`src/rtl/ebpc_pkg.sv`:
```
// Shared EBPC compressor constants: output word width and zero-run length field sizing.
package ebpc_pkg;

  localparam int DATA_W           = 8;
  localparam int LOG_DATA_W       = $clog2(DATA_W);
  localparam int LOG_MAX_ZRLE_LEN = 4;
  localparam int MAX_ZRLE_LEN     = 2 ** LOG_MAX_ZRLE_LEN;

endpackage

```
`src/rtl/zrle_encoder.sv`:
```
// Zero run-length encoder: packs '1' (non-zero) and '0'+(n-1) (zero run of n) symbols
// MSB-first into DATA_W-bit words, draining a zero-padded final word on flush.
module zrle_encoder
  import ebpc_pkg::*;
(
  input  logic              clk_i,
  input  logic              rst_ni,
  input  logic              znz_i,
  input  logic              vld_i,
  output logic              rdy_o,
  input  logic              flush_i,
  output logic [DATA_W-1:0] data_o,
  output logic              vld_o,
  output logic              last_o,
  input  logic              rdy_i
);

  typedef enum logic {ACTIVE, DRAIN} state_e;

  localparam int BUF_W = 2 * DATA_W;
  localparam int SYM_W = LOG_MAX_ZRLE_LEN + 1;

  localparam logic [LOG_DATA_W:0]       WORD_BITS = (LOG_DATA_W + 1)'(DATA_W);
  localparam logic [LOG_DATA_W:0]       SYM_BITS  = (LOG_DATA_W + 1)'(SYM_W);
  localparam logic [LOG_DATA_W:0]       ONE_BIT   = (LOG_DATA_W + 1)'(1);
  localparam logic [LOG_MAX_ZRLE_LEN:0] MAX_RUN   = (LOG_MAX_ZRLE_LEN + 1)'(MAX_ZRLE_LEN);

  state_e                    state_q, state_d;
  logic [BUF_W-1:0]          stream_q, stream_d;
  logic [LOG_DATA_W:0]       fill_q, fill_d;
  logic [LOG_MAX_ZRLE_LEN:0] run_q, run_d;
  logic [LOG_MAX_ZRLE_LEN:0] run_inc;
  logic                      pop, accept;

  // Left-align a len-bit symbol, then slide it down past the bits already buffered.
  function automatic logic [BUF_W-1:0] place(input logic [SYM_W-1:0] sym, input int len,
                                              input logic [LOG_DATA_W:0] pos);
    return (BUF_W'(sym) << (BUF_W - len)) >> pos;
  endfunction

  function automatic logic [SYM_W-1:0] run_sym(input logic [LOG_MAX_ZRLE_LEN:0] n);
    logic [LOG_MAX_ZRLE_LEN:0] m;
    m = n - 1'b1;
    return {1'b0, m[LOG_MAX_ZRLE_LEN-1:0]};
  endfunction

  assign data_o  = stream_q[BUF_W-1 -: DATA_W];
  assign vld_o   = (fill_q >= WORD_BITS) || (state_q == DRAIN && fill_q != '0);
  assign last_o  = vld_o && state_q == DRAIN && fill_q <= WORD_BITS;
  assign pop     = vld_o && rdy_i;
  assign rdy_o   = state_q == ACTIVE && (fill_q < WORD_BITS || pop);
  assign accept  = vld_i && rdy_o;
  assign run_inc = run_q + 1'b1;

  // Pop first so appends land behind whatever remains after the outgoing word.
  always_comb begin
    state_d  = state_q;
    stream_d = stream_q;
    fill_d   = fill_q;
    run_d    = run_q;

    if (pop) begin
      stream_d = stream_q << DATA_W;
      fill_d   = (fill_q >= WORD_BITS) ? fill_q - WORD_BITS : '0;
      if (state_q == DRAIN && fill_q <= WORD_BITS) begin
        state_d  = ACTIVE;
        fill_d   = '0;
        stream_d = '0;
      end
    end

    if (accept) begin
      if (!znz_i) begin
        if (run_inc == MAX_RUN) begin
          stream_d = stream_d | place(run_sym(run_inc), SYM_W, fill_d);
          fill_d   = fill_d + SYM_BITS;
          run_d    = '0;
        end else begin
          run_d = run_inc;
        end
      end else begin
        if (run_q != '0) begin
          stream_d = stream_d | place(run_sym(run_q), SYM_W, fill_d);
          fill_d   = fill_d + SYM_BITS;
        end
        stream_d = stream_d | place(SYM_W'(1), 1, fill_d);
        fill_d   = fill_d + ONE_BIT;
        run_d    = '0;
      end

      // A pending run must be committed before the tail is drained.
      if (flush_i) begin
        if (run_d != '0) begin
          stream_d = stream_d | place(run_sym(run_d), SYM_W, fill_d);
          fill_d   = fill_d + SYM_BITS;
        end
        run_d   = '0;
        state_d = DRAIN;
      end
    end
  end

  always_ff @(posedge clk_i) begin
    if (!rst_ni) begin
      state_q  <= ACTIVE;
      stream_q <= '0;
      fill_q   <= '0;
      run_q    <= '0;
    end else begin
      state_q  <= state_d;
      stream_q <= stream_d;
      fill_q   <= fill_d;
      run_q    <= run_d;
    end
  end

endmodule

```
`config.mk`:
```
export PLATFORM = sky130hd
export DESIGN_NAME = zrle_encoder
export DESIGN_NICKNAME = d
export VERILOG_FILES = /design/src/rtl/ebpc_pkg.sv /design/src/rtl/zrle_encoder.sv
export SDC_FILE = /design/constraint.sdc
export NUM_CORES = 1
export LEC_CHECK = 0
export ABC_CLOCK_PERIOD_IN_PS = 6300
export BUFFER_PORTS_ARGS = -buffer_cell sky130_fd_sc_hd__buf_2
export CORE_MARGIN = 3
export CORE_UTILIZATION = 33
export CTS_CLUSTER_DIAMETER = 200
export CTS_CLUSTER_SIZE = 20
export DETAILED_ROUTE_END_ITERATION = 12
export GPL_TIMING_DRIVEN = 0
export PLACE_DENSITY = 0.45
export SLEW_MARGIN = 20
export SYNTH_ARGS = -nofsm -noshare
export SYNTH_HDL_FRONTEND = slang
export SYNTH_SLANG_ARGS = --single-unit
export TNS_END_PERCENT = 20
```
`constraint.sdc`:
```
create_clock -name clk_i -period 6.3 [get_ports clk_i]
set_input_delay 0.315 -clock clk_i [delete_from_list [all_inputs] [get_ports clk_i]]
set_output_delay 0.315 -clock clk_i [all_outputs]
set_load 0.03 [all_outputs]
```
==> impl_metrics.csv, run 1 <==
group,metric,value,unit
run_status,outcome,"finished clean",
power,p_clk_share,24.4,%
place,place.gp.congestion,0.934,
cells_and_area,fin_util,37.9,%
sta,worstMarginPinSlew,0.795,ns
drt,drt_iter0_drc,264,
worst_setup_path,cp_common_cell,"ha_1",
cts,h-tree-depth,1,
yosys,synth_fa_ha_area_share,4.82,%
sta,timing.final.crit_share,61.2,%
yosys,synth-warning-count,0,
yosys,avgSynthCellArea,7.18,um^2
yosys,ys_top_cells_by_count,"42 x nor2_1, 39 x nand2_1, 36 x a21oi_1, 27 x nand3_1",
yosys,synth_mux_area_share,4.06,%
worst_setup_path,path_class,"reg -> reg",
floorplan,initial_core_util,34.9,%
cells_and_area,drive_above_1_share,14.6,%
yosys,synth-edff-count,0,
sta,setup_tns,0,ns
worst_setup_path,cpMaxStageDelayCell,"ha_1",
global_route,grt_overflow_total,0,
sta,skew,0.00910,ns
yosys,async_reset_ff_share,0,%
place,dpl.hpwl,9060,um
worst_setup_path,critPathCaptureType,"register",
global_route,grt_pass1_vias,3219,
cells_and_area,stdcell_area,3390,um^2
drt,routedWlPerCell,20.3,um
cells_and_area,area_growth,8.71,%
worst_setup_path,slowest_delay,0.46,ns
sta,rsz0062_at_grt,"no",
yosys,synth_compound_area_share,32.9,%
yosys,synth-xor-area-share,4.98,%
floorplan,dieArea,10600,um^2
drt,firstDrtPassIters,5,
cells_and_area,seq_area,520,um^2
power,ir_drop,0.0812,mV
cts,clkSinkCount,26,
drt,postRouteAntennaNets,0,
power,swShare,42.6,%
global_route,grt_use_total,21.8,%
worst_setup_path,crit_path_start,"state_q",
power,p_sw,0.261,mW
cts,cts_made_buffers,3,
worst_setup_path,worstPathRequired,6.53,ns
yosys,syn_inst,434,
power,p_seq_share,29.9,%
cts,clk_pin_slew,0.11,ns
worst_setup_path,path_buf_inv,3,
worst_setup_path,r2r-start,"state_q",
yosys,ys_top_cells_by_area,"dfxtp_1 17%, a21oi_1 5.8%, nor2_1 5.1%",
sta,fmax,259,MHz
yosys,yosys.area_share.simple,27.8,%
sta,hold_viol,0,
cells_and_area,n_antenna_cell,0,
yosys,synth_top_flop_cell,"dfxtp_1",
power,internal-power,0.352,mW
yosys,ys_seq_area_share,16.7,%
cts,post_cts_buffers,0,
yosys,synthDominantCellAreaShare,16.7,%
yosys,synth_top_family_by_area,"compound AO/OA/AOI/OAI gates",
yosys,synth_area,3120,um^2
worst_setup_path,path_cells,"buf_2 > nand3b_4 > nand2_2 > clkinv_1 > ha_1 > nor2b_1 > a21o_1 > ha_1 > ha_1 > nand2b_1 > o21a_1 > buf_2 > nor3_1 > o21ai_1 > a21oi_1",
sta,setup_violations,0,
drt,routed_wl,11300,um
yosys,ys_seq_elements,26,
global_route,grt_pass1_wl,17700,um
cts,cts_resized,0,
place,portBuffers,13,
cells_and_area,multiInputGateArea,2320,um^2
floorplan,die_h,103,um
hold_path,worstHoldPathType,"in -> reg",
sta,drv_slew,0,
drt,viasPerCell,5.96,
hold_path,hold_start,"vld_i",
floorplan,row_count,34,
worst_setup_path,crit_fanout,10,
power,leakage,1.27,nW
floorplan,die_width,103,um
cells_and_area,nFillCells,984,
global_route,antenna_found_initial,0,
sta,min_period,3.86,ns
cts,clockRootBuffer,"clkbuf_8",
cells_and_area,fin_nets,470,
global_route,grt_max_degree,16,
cts,cts_hold_buf,0,
floorplan,ioPinCount,17,
worst_setup_path,start_kind,"register",
power,p_total,0.613,mW
power,p_comb_share,45.8,%
cts,clk_path_buf_depth,2,
yosys,synth_fp_nets,452,
drt,vias,3329,
drt,drc,0,
yosys,synth_top_area_cell,"dfxtp_1",
floorplan,core,8930,um^2
power,power_density,181,nW/um^2
job,max_cap_viol_count,0,
sta,whs,0.349,ns
worst_setup_path,cp_top_family,"simple AND/OR/NAND/NOR gates",
cts,cts_tree,"yes",
sta,max_slew_margin,47.0,%
cts,clk_latency,0.29,ns
place,placed_cell_area,3320,um^2
worst_setup_path,cp.arrival,4.09,ns
yosys,yosysMostFrequentCell,"nor2_1",
yosys,synth.distinct_cells,75,
## registers in the layout (all words and copies together), names as in the netlist
name,flops
run_q,5
state_q,1
stream_q,16
fill_q,4
## routing by layer
layer | wire length [um] | vias up | track usage, %
met4 | 206 | 0 | 4.98
li1 | - | 1634 | -
met3 | 501 | 26 | 2.91
met1 | 5690 | 1578 | 32.0
met2 | 4930 | 91 | 33.8
met5 | 0 | - | 0
## metrics by stage
step | setup slack, ns | instances
3_3_place_gp | 2.50 | 555
4_1_cts | 2.51 | 559
5_1_grt | 2.16 | 559
3_5_place_dp | 2.51 | 555
6_report | 2.44 | 559
2_1_floorplan | 3.20 | 434
## worst paths after layout
path	end	cells past startpoint	slack (ns)
max	stream_q[9]	15	2.44
min	state_q	3	0.35
max reg2reg	stream_q[9]	15	2.44
min reg2reg	stream_q[15]	2	0.55
## power by group through the flow
stage / Combinational (mW) / Clock, mW / Sequential [mW]
detailed placement: 0.275 / 0 / 0.187
CTS: 0.276 / 0.153 / 0.183
global placement: 0.275 / 0 / 0.187
floorplan: 0.204 / 0 / 0.183
finish: 0.280 / 0.149 / 0.183
global route: 0.309 / 0.157 / 0.185
## placed cells by master (no fill, tap or decap), types with 5 or more instances in the layout
master / n
a21oi_1: 36
and2_1: 6
inv_1: 8
clkbuf_1: 18
nand2_1: 39
nor3_1: 9
buf_2: 20
dfxtp_1: 26
a22oi_1: 10
o21ai_0: 26
o31ai_1: 8
nor2_1: 42
ha_1: 12
buf_4: 8
o21ai_1: 5
nand2b_1: 9
nor2b_1: 8
xnor2_1: 10
mux2i_1: 10
nand4_1: 7
nand3_1: 27
a22o_1: 6
## area by class of cell
type | count | share of cell area, %
tap | 108 | 3.99
timing repair buffer | 13 | 1.92
clock inverter | 1 | 0.887
sequential | 26 | 15.4
buffer | 40 | 6.50
inverter | 14 | 1.55
multi-input combinational | 354 | 68.6
clock buffer | 3 | 1.22
## kinds of logic (layout without fill, tap and decap cells)
| kind of cell | after synthesis | count (layout) |
|---|---|---|
| compound gates | 145 | 145 |
| xor+xnor | 16 | 16 |
| fa+ha+maj | 12 | 12 |
| buf+inv | 54 | 71 |
| flops | 26 | 26 |
| mux | 12 | 12 |
| simple gates | 169 | 169 |
## worst register-to-register path: cells and delay by family, from the launching register on
family / cells / cell delay, ns
and+or+nand+nor: 5 / 1.02
adders and majority gates: 3 / 1.00
buffers and inverters: 3 / 0.77
AOI/OAI and AO/OA: 4 / 0.71
DFF: 1 / 0.32
(Power assumes the default switching activity.)
==> run 2: changes to the inputs <==
ABC_AREA = 1   (was unset)
ABC_CLOCK_PERIOD_IN_PS = 3900   (was 6300)
clock period = 3.9 ns   (was 6.3 ns; I/O delays follow)
==> run 2 against run 1 <==
  * Clock-buffer cell count is the same
  * Global-route usage is 1.5 points lower
  * First-iteration DRC count is 6.1% lower
  * Synthesized area grew 6.1%
  * Sequential power rose by 62%
  * Setup slack worse by 1.8 ns
  * Utilization barely moved
  * Total power rose by 66%
  * Non-clock buffer count down 12
  * Register-to-register slack got worse by 1.8 ns
==> impl_metrics.csv, run 2 <==
group,metric,value,unit
sta,rsz0062_at_grt,"no",
sta,timing.final.crit_share,83.6,%
yosys,synth_top_area_cell,"nand2_1",
yosys,synth-xor-area-share,1.33,%
floorplan,die_h,106,um
worst_setup_path,cp_common_cell,"nand2_1",
place,dpl.hpwl,9150,um
yosys,synth-edff-count,0,
yosys,async_reset_ff_share,0,%
floorplan,initial_core_util,34.8,%
power,ir_drop,0.160,mV
cells_and_area,instances_no_fill,695,
global_route,grt_use_total,20.3,%
yosys,synth-warning-count,0,
hold_path,worstHoldPathType,"in -> reg",
worst_setup_path,cpMaxStageDelayCell,"a31oi_4",
worst_setup_path,r2r-start,"state_q",
power,p_total,1.02,mW
worst_setup_path,crit_fanout,10,
cts,post_cts_buffers,0,
cts,clockRootBuffer,"clkbuf_8",
place,dp.cells,691,
yosys,synthDominantCellAreaShare,18.4,%
sta,worstMarginPinSlew,0.643,ns
worst_setup_path,path_class,"reg -> reg",
place,placed_cell_area,3530,um^2
cts,clk_path_buf_depth,2,
yosys,avgSynthCellArea,6.02,um^2
yosys,ys_seq_elements,26,
floorplan,core,9500,um^2
cts,cts_resized,0,
cells_and_area,drive_above_1_share,18.0,%
yosys,synth_compound_area_share,20.4,%
worst_setup_path,critPathCaptureType,"register",
cts,clk_pin_slew,0.10,ns
sta,max_slew_margin,57.2,%
cells_and_area,fin_nets,585,
yosys,synth_mux_area_share,0,%
place,portBuffers,13,
job,max_cap_viol_count,0,
power,power_density,282,nW/um^2
drt,routed_wl,11200,um
worst_setup_path,r2r_cells,17,
worst_setup_path,rr_endpoint,"stream_q[14]",
cts,clkSinkCount,26,
sta,hold_viol,0,
cells_and_area,area_growth,9.01,%
yosys,synth_area,3300,um^2
floorplan,die_width,106,um
yosys,yosys.area_share.simple,44.8,%
cells_and_area,final_common_cell,"nand2_1",
cells_and_area,largest_reg_flops,16,
drt,viasPerCell,5.12,
global_route,grt_pass1_wl,18300,um
floorplan,dieArea,11200,um^2
global_route,antenna_found_initial,0,
global_route,grt_pass1_vias,3382,
cts,cts_hold_buf,0,
yosys,yosysMostFrequentCell,"nand2_1",
run_status,outcome,"finished clean",
yosys,syn_inst,549,
worst_setup_path,cp.arrival,3.47,ns
worst_setup_path,slowest_delay,0.33,ns
hold_path,whs_path_depth,3,
sta,setup_tns,0,ns
cells_and_area,n_antenna_cell,0,
yosys,synth_fp_nets,567,
cells_and_area,top_register,"stream_q",
cts,cts_tree,"yes",
floorplan,row_count,35,
cts,cts_made_buffers,3,
sta,fmax,307,MHz
worst_setup_path,path_buf_inv,4,
yosys,synth_top_flop_cell,"dfxtp_1",
drt,drc,0,
drt,postRouteAntennaNets,0,
drt,vias,3557,
yosys,ys_seq_area_share,15.8,%
cells_and_area,reg.largest.list,"stream_q: 16 flops, run_q: 5 flops, fill_q: 4 flops",
cts,clk_latency,0.28,ns
yosys,synth_top_family_by_area,"simple AND/OR/NAND/NOR gates",
sta,drv_slew,0,
cells_and_area,stdcell_area,3600,um^2
worst_setup_path,path_cells,"buf_4 > a31oi_4 > buf_2 > ha_1 > inv_1 > nand2_1 > o21ai_2 > inv_2 > ha_1 > ha_1 > nand2_1 > nand3_4 > nor3_1 > nand2_1 > nand2_1 > nand2_1 > a21oi_1",
drt,drt_iter0_drc,248,
power,leakage,1.59,nW
worst_setup_path,r2r_slack,0.64,ns
floorplan,ioPinCount,17,
worst_setup_path,worstPathRequired,4.11,ns
cells_and_area,layout_common_cells,"162 x nand2_1, 51 x nor2_1, 47 x inv_1, 44 x o21ai_0, 34 x nand3_1",
yosys,ys_top_cells_by_count,"162 x nand2_1, 51 x nor2_1, 47 x inv_1, 44 x o21ai_0, 34 x nand3_1",
cts,h-tree-depth,1,
hold_path,hold_start,"flush_i",
drt,firstDrtPassIters,5,
yosys,ys_top_cells_by_area,"nand2_1 18%, dfxtp_1 16%, o21ai_0 6.7%",
place,place.gp.congestion,0.886,
global_route,grt_max_degree,16,
worst_setup_path,start_kind,"register",
drt,routedWlPerCell,16.2,um
sta,skew,0.00855,ns
sta,min_period,3.26,ns
yosys,synth.distinct_cells,41,
global_route,grt_overflow_total,0,
sta,setup_violations,0,
yosys,synth_fa_ha_area_share,4.54,%
worst_setup_path,cp_top_family,"simple AND/OR/NAND/NOR gates",
hold_path,holdPathEnd,"state_q",
[run 2: cell types whose count changed after synthesis, moves of 12 or more]
cell / delta
nand2_1: +123
nand2_2: +12
o21ai_0: +18
inv_1: +39
[run 2: metal layers]
layer	part of all wire [%]	up-vias	track usage, %
met5	0	-	0
met4	2.7	0	5.09
met3	4.1	18	2.85
met2	45	74	32.3
met1	48	1636	29.0
li1	-	1829	-
[run 2: final cells by class]
type                       count  area [um^2]
clock inverter                 1         30.0
sequential                    26          520
tap                          129          161
multi-input combinational    433         2350
timing repair buffer          13         65.1
fill                        1094         5900
inverter                      62          250
buffer                        28          185
clock buffer                   3         41.3
[run 2: how the worst max path moves through the flow]
stage,from,to,slack [ns],cells after the start
2_1_floorplan,state_q,fill_q[3],1.23,18
3_3_place_gp,state_q,fill_q[3],0.66,18
3_5_place_dp,state_q,fill_q[3],0.66,18
4_1_cts,state_q,fill_q[3],0.63,18
5_1_grt,state_q,stream_q[10],0.43,19
6_report,state_q,stream_q[14],0.64,17
[run 2: power by group]
part	switching [mW]	total (mW)	internal [mW]	leakage [nW]
logic	0.338	0.485	0.147	1.34
registers	0.0101	0.297	0.287	0.213
clock network	0.0953	0.233	0.138	0.0357
total	0.444	1.02	0.571	1.59
[run 2: kinds of logic after synthesis]
group | count (synthesis)
AND/OR/NAND/NOR | 309
AO/OA/AOI/OAI | 107
buffers and inverters | 90
flip-flops | 26
adder cells (fa/ha/maj) | 12
XOR/XNOR | 5
[run 2: through the flow]
step	utilization [%]	worst slack, ns	hold WS, ns
2_1_floorplan	-	1.23	0.343
3_3_place_gp	37.2	0.661	0.457
3_5_place_dp	37.2	0.658	0.459
4_1_cts	37.9	0.630	0.241
5_1_grt	37.9	0.434	0.262
6_report	37.9	0.638	0.255
[run 2: tightest hold or removal path: cells and delay by family]
family	cells	cell delay, ns
simple gates	1	0.09
buf+inv	1	0.14
compound gates	1	0.07
